==> config.mk <==
export PLATFORM = sky130hd
export DESIGN_NAME = rr_grant_arbiter_flat
export DESIGN_NICKNAME = d
export VERILOG_FILES = /design/src/rtl/rr_grant_arbiter_if.sv /design/src/rtl/rr_grant_arbiter.sv /design/src/flat_wrapper.sv
export SDC_FILE = /design/constraint.sdc
export NUM_CORES = 1
export LEC_CHECK = 0
export CORE_MARGIN = 10
export CORE_UTILIZATION = 54
export DETAILED_ROUTE_END_ITERATION = 6
export PLACE_DENSITY = 0.73
export RECOVER_POWER = 25
export SYNTH_ARGS = -nofsm -noshare
export SYNTH_HDL_FRONTEND = slang
export SYNTH_SLANG_ARGS = --single-unit
==> constraint.sdc <==
create_clock -name clk -period 2.6 [get_ports clk]
set_input_delay 0.52 -clock clk [delete_from_list [all_inputs] [get_ports clk]]
set_output_delay 0.52 -clock clk [all_outputs]
set_load 0.01 [all_outputs]
==> src/rtl/rr_grant_arbiter_if.sv <==
// Bundle between the three requesters / shared resource and the round-robin arbiter.
// master = requester/resource side, slave = arbiter side.
interface rr_grant_arbiter_if;
  logic [2:0] request;
  logic       done;
  logic [1:0] grant;
  logic [2:0] gnt_onehot;
  logic       busy;
  logic       timeout;

  modport master (
    output request,
    output done,
    input  grant,
    input  gnt_onehot,
    input  busy,
    input  timeout
  );

  modport slave (
    input  request,
    input  done,
    output grant,
    output gnt_onehot,
    output busy,
    output timeout
  );
endinterface

==> src/rtl/rr_grant_arbiter.sv <==
// Three-requester round-robin arbiter with a per-owner hold limit (MAX_HOLD).
// An owner keeps the resource until done, request drop, or hold expiry; all outputs are registered.
module rr_grant_arbiter #(
  parameter int unsigned MAX_HOLD = 8
) (
  input  logic              clk,
  input  logic              rst_n,
  rr_grant_arbiter_if.slave bus
);

  localparam logic [7:0] MAX_HOLD_C = 8'(MAX_HOLD);

  typedef enum logic [1:0] {
    IDLE    = 2'b00,
    GRANT   = 2'b01,
    RELEASE = 2'b10
  } state_e;

  state_e     state_r;
  state_e     state_nxt_s;
  logic [1:0] ptr_r;
  logic [1:0] ptr_nxt_s;
  logic [1:0] owner_r;
  logic [1:0] owner_nxt_s;
  logic [7:0] hold_r;
  logic [7:0] hold_nxt_s;
  logic [1:0] grant_r;
  logic [1:0] grant_nxt_s;
  logic [2:0] onehot_r;
  logic [2:0] onehot_nxt_s;
  logic       busy_r;
  logic       busy_nxt_s;
  logic       timeout_r;
  logic       timeout_nxt_s;
  logic [2:0] pick_s;
  logic       owner_req_s;
  logic       at_limit_s;
  logic       exit_s;

  function automatic logic [1:0] inc3(input logic [1:0] x);
    logic [1:0] r;
    case (x)
      2'd0:    r = 2'd1;
      2'd1:    r = 2'd2;
      default: r = 2'd0;
    endcase
    return r;
  endfunction

  // Returns {found, index}: first set request scanning ptr, ptr+1, ptr+2 (mod 3).
  function automatic logic [2:0] rr_pick(input logic [2:0] req, input logic [1:0] ptr);
    logic [2:0] rot;
    logic [1:0] base;
    logic [2:0] r;
    case (ptr)
      2'd1: begin
        rot  = {req[0], req[2], req[1]};
        base = 2'd1;
      end
      2'd2: begin
        rot  = {req[1], req[0], req[2]};
        base = 2'd2;
      end
      default: begin
        rot  = req;
        base = 2'd0;
      end
    endcase
    if (rot[0]) begin
      r = {1'b1, base};
    end else if (rot[1]) begin
      r = {1'b1, inc3(base)};
    end else if (rot[2]) begin
      r = {1'b1, inc3(inc3(base))};
    end else begin
      r = 3'b000;
    end
    return r;
  endfunction

  assign pick_s     = rr_pick(bus.request, ptr_r);
  assign at_limit_s = (hold_r == MAX_HOLD_C);
  assign exit_s     = bus.done | ~owner_req_s | at_limit_s;

  // Request line of the current owner
  always_comb begin
    owner_req_s = 1'b0;
    case (owner_r)
      2'd0:    owner_req_s = bus.request[0];
      2'd1:    owner_req_s = bus.request[1];
      2'd2:    owner_req_s = bus.request[2];
      default: owner_req_s = 1'b0;
    endcase
  end

  // State register
  always_ff @(posedge clk or negedge rst_n) begin
    if (!rst_n) begin
      state_r <= IDLE;
    end else begin
      state_r <= state_nxt_s;
    end
  end

  // Next-state logic; any stray encoding falls back to IDLE
  always_comb begin
    state_nxt_s = IDLE;
    case (state_r)
      IDLE: begin
        if (pick_s[2]) begin
          state_nxt_s = GRANT;
        end else begin
          state_nxt_s = IDLE;
        end
      end
      GRANT: begin
        if (exit_s) begin
          state_nxt_s = RELEASE;
        end else begin
          state_nxt_s = GRANT;
        end
      end
      RELEASE: state_nxt_s = IDLE;
      default: state_nxt_s = IDLE;
    endcase
  end

  // Output / datapath next values, aligned with the next state so outputs can be registered
  always_comb begin
    owner_nxt_s   = owner_r;
    ptr_nxt_s     = ptr_r;
    hold_nxt_s    = 8'd0;
    timeout_nxt_s = 1'b0;
    case (state_r)
      IDLE: begin
        if (pick_s[2]) begin
          owner_nxt_s = pick_s[1:0];
          hold_nxt_s  = 8'd1;
        end else begin
          owner_nxt_s = owner_r;
        end
      end
      GRANT: begin
        if (exit_s) begin
          ptr_nxt_s     = inc3(owner_r);
          // Only a pure hold expiry counts as a timeout; done and request drop win
          timeout_nxt_s = at_limit_s & ~bus.done & owner_req_s;
        end else begin
          hold_nxt_s = hold_r + 8'd1;
        end
      end
      RELEASE: owner_nxt_s = owner_r;
      default: owner_nxt_s = 2'd0;
    endcase

    if (state_nxt_s == GRANT) begin
      grant_nxt_s  = owner_nxt_s + 2'd1;
      onehot_nxt_s = 3'b001 << owner_nxt_s;
      busy_nxt_s   = 1'b1;
    end else begin
      grant_nxt_s  = 2'b00;
      onehot_nxt_s = 3'b000;
      busy_nxt_s   = 1'b0;
    end
  end

  // Datapath and output registers
  always_ff @(posedge clk or negedge rst_n) begin
    if (!rst_n) begin
      ptr_r     <= 2'd0;
      owner_r   <= 2'd0;
      hold_r    <= 8'd0;
      grant_r   <= 2'b00;
      onehot_r  <= 3'b000;
      busy_r    <= 1'b0;
      timeout_r <= 1'b0;
    end else begin
      ptr_r     <= ptr_nxt_s;
      owner_r   <= owner_nxt_s;
      hold_r    <= hold_nxt_s;
      grant_r   <= grant_nxt_s;
      onehot_r  <= onehot_nxt_s;
      busy_r    <= busy_nxt_s;
      timeout_r <= timeout_nxt_s;
    end
  end

  assign bus.grant      = grant_r;
  assign bus.gnt_onehot = onehot_r;
  assign bus.busy       = busy_r;
  assign bus.timeout    = timeout_r;

endmodule

==> src/flat_wrapper.sv <==
// flat-port wrapper written by rule: the top's interface ports become plain ports
module rr_grant_arbiter_flat 
#(
  parameter int unsigned MAX_HOLD = 8
)
  (clk, rst_n, bus_request, bus_done, bus_grant, bus_gnt_onehot, bus_busy, bus_timeout);
  rr_grant_arbiter_if bus_i ();
  input  logic clk;
  input  logic rst_n;
  input wire logic [$bits(bus_i.request)-1:0] bus_request;
  input wire logic [$bits(bus_i.done)-1:0] bus_done;
  output wire logic [$bits(bus_i.grant)-1:0] bus_grant;
  output wire logic [$bits(bus_i.gnt_onehot)-1:0] bus_gnt_onehot;
  output wire logic [$bits(bus_i.busy)-1:0] bus_busy;
  output wire logic [$bits(bus_i.timeout)-1:0] bus_timeout;
  assign bus_i.request = bus_request;
  assign bus_i.done = bus_done;
  assign bus_grant = bus_i.grant;
  assign bus_gnt_onehot = bus_i.gnt_onehot;
  assign bus_busy = bus_i.busy;
  assign bus_timeout = bus_i.timeout;
  rr_grant_arbiter #(.MAX_HOLD(MAX_HOLD)) u_core (.clk(clk), .rst_n(rst_n), .bus(bus_i));
endmodule
==> impl_metrics.py <==
metrics = {
    "yosys": {
        "synth_edf_count": 0,
        "syn_area_per_cell_um2": 10.1,
        "synth-main-ff-cell": "dfrtp_1",
        "synthCells": 116,
        "yosysUniqueCellTypes": 36,
        "syn_area_um2": 1170,
        "ys.warnings.count": 0,
        "ys_ff_latch": 21,
        "async_reset_ff_frac": 1.00,
        "syn_nets": 132,
        "yosysSeqAreaShare": 0.451,
    },
    "floorplan": {
        "die_area_um2": 4420,
        "die_h_um": 66.5,
        "chipWidth_um": 66.5,
        "rows": 16,
        "start_util": 0.582,
        "io_pins": 13,
        "core_area_um2": 2000,
    },
    "clock_tree": {
        "cts_buffer_depth": 2,
        "cts_tree": "built",
        "cts_setup_buffers": 0,
        "clock-sinks": 21,
        "cts_htree_levels": 1,
        "insertion_delay_ns": 0.30,
        "clock-root-buffer": "clkbuf_4",
        "path_clk_slew_ns": 0.10,
        "ctsHoldBuffers": 0,
        "cts_buffers": 3,
        "cts_resized": 0,
    },
    "power_and_ir_drop": {
        "power_frac_comb": 0.559,
        "power_frac_seq": 0.335,
        "ir_worst_vdd_uv": 738,
        "leakagePower_nw": 0.640,
        "power.share.clock": 0.106,
        "power.density_nw_per_um2": 1030,
        "switchingPower_mw": 0.560,
        "power.internal_mw": 0.847,
        "swShare": 0.398,
        "power_mw": 1.41,
    },
    "worst_setup_path": {
        "critPathMostFrequentCell": "ha_1",
        "crit_required_ns": 2.80,
        "worst-path-buf-inv": 1,
        "cp_max_fo": 9,
        "crit_chain": "inv_1, ha_1, or3_1, a21boi_0, o21ai_0, a21o_1, ha_1, and2_1",
        "path_delay_family": "adder cells",
        "max_stage_delay_ns": 0.45,
        "worstSetupEndpointType": "flop",
        "crit_type": "flop to flop",
        "crit_arrival_ns": 2.41,
        "critical_path.startpoint_type": "flop",
        "slowest_stage": "or3_1",
    },
    "placement": {
        "globalplace.congestion": 0.773,
        "portBuffers": 12,
        "dp_hpwl_um": 1710,
        "dp.cells": 157,
        "dpl-instance-area_um2": 1340,
    },
    "timing": {
        "fin_crit_sh": 0.852,
        "fin_setup_tns_ns": 0,
        "clock_skew_ns": 0.00397,
        "finalSetupViolCount": 0,
        "worst_pin_slew_ns": 1.07,
        "holdWs_ns": 0.558,
        "timing.fmax_mhz": 451,
        "period_needed_ns": 2.22,
        "hold_violations": 0,
        "slew_headroom": 0.283,
        "rsz0062_at_grt": "no",
        "drv_slew": 0,
    },
    "status": {
        "outcome": "completed",
    },
    "global_routing": {
        "grt_usage": 0.107,
        "overflow": 0,
        "grt_pass1_wl_um": 3750,
        "grt_max_degree": 22,
        "grt_pass1_vias": 857,
        "antenna_found_initial": 0,
    },
    "cells_and_area": {
        "seq_area_um2": 526,
        "area.growth.synth_to_final_pct": 16.7,
        "multi_input_area_um2": 599,
        "layout_common_cells": "dfrtp_1 (21), clkdlybuf4s50_1 (11), inv_1 (10), nor2_1 (10), ha_1 (10)",
        "final_nets": 151,
        "antenna_cells": 0,
        "drive_gt1_frac": 0.0746,
        "final_common_cell": "dfrtp_1",
        "fillCellCount": 152,
        "design_area_um2": 1360,
        "layout.cells.non_filler": 161,
    },
    "drt": {
        "vias": 904,
        "drt-pass1-iter-count": 4,
        "ant_nets": 0,
        "drt_iter0_drc": 19,
        "drc": 0,
        "wl_um": 2200,
        "vias_per_cell": 5.61,
        "wl_per_cell_um": 13.7,
    },
    "worst_hold_path": {
        "hold_path.class": "flop to flop",
    },
    "run": {
        "cap_violations": 0,
    },
}
-- cells by family (layout without fill, tap and decap cells) --
group           Yosys count  in the layout  share of synthesized area
compound gates           26             26                      0.156
xor+xnor                  6              6                     0.0451
fa+ha+maj                10             10                      0.107
buf+inv                  11             29                     0.0354
flops                    21             21                      0.451
mux                       3              3                     0.0268
simple gates             39             39                      0.179
-- routing by layer --
metal / wire length (um) / part of all wire / track usage
met1: 1020 / 0.46 / 0.133
met2: 997 / 0.45 / 0.159
met3: 180 / 0.082 / 0.0535
met4: 9 / 0.0041 / 0.0314
met5: 0 / 0 / 0
-- worst min-delay path, stage by stage (launching register included) --
cell	delay (ns)
dfrtp_1	0.37
xor2_1	0.07
nor2_1	0.08
-- sequential cells by signal, summed over array words and instances (netlist names) --
signal and flops:
u_core.bus.busy 1, u_core.bus.gnt_onehot 3, u_core.bus.grant 2, u_core.bus.timeout 1, u_core.hold_r 8, u_core.owner_r 2
u_core.ptr_r 2, u_core.state_r 2
-- per-stage QoR --
step / setup slack (ns) / util
6_report: 0.385 / 0.680
5_1_grt: 0.152 / 0.680
4_1_cts: 0.392 / 0.682
3_5_place_dp: 0.222 / 0.669
3_3_place_gp: 0.227 / 0.669
2_1_floorplan: 0.508 / -
-- final cells by class --
type / count / area share
multi-input combinational: 84 / 0.440
clock buffer: 4 / 0.0193
inverter: 10 / 0.0276
tap: 27 / 0.0248
sequential: 21 / 0.386
timing repair buffer: 15 / 0.102
-- synthesized netlist by cell type, drive strengths merged (2+ instances only) --
cell,n,share of area
a31o,2,0.015
o21ai,6,0.026
inv,10,0.032
a21oi,5,0.021
nand3,7,0.030
nor2,10,0.032
xor2,5,0.038
nor2b,2,0.011
and2,3,0.016
a21o,3,0.019
ha,10,0.11
nor3,2,0.0086
and3,4,0.021
nand2,3,0.0097
or3,2,0.011
dfrtp,21,0.45
mux2i,2,0.017
-- worst paths after layout --
kind / from / endpoint / slack [ns] / depth (start not counted)
worst max-delay path: u_core.ptr_r[0] / u_core.bus.gnt_onehot[1] / 0.38 / 8
worst max register to register: u_core.ptr_r[0] / u_core.bus.gnt_onehot[1] / 0.38 / 8
max in group asynchronous: rst_n / u_core.bus.gnt_onehot[2] / 1.03 / 2
min in group asynchronous: rst_n / u_core.ptr_r[1] / 0.93 / 2
worst min register to register: u_core.hold_r[7] / u_core.hold_r[7] / 0.56 / 2
worst min-delay path: u_core.hold_r[7] / u_core.hold_r[7] / 0.56 / 2
-- power by group through the flow --
stage | Sequential [mW] | Clock (mW) | Combinational [mW]
3_5_place_dp | 0.477 | 0 | 0.789
2_1_floorplan | 0.474 | 0 | 0.566
3_3_place_gp | 0.476 | 0 | 0.774
6_report | 0.472 | 0.149 | 0.787
5_1_grt | 0.487 | 0.173 | 0.891
4_1_cts | 0.472 | 0.159 | 0.795
Note: power is estimated with default switching activity, not from simulation.
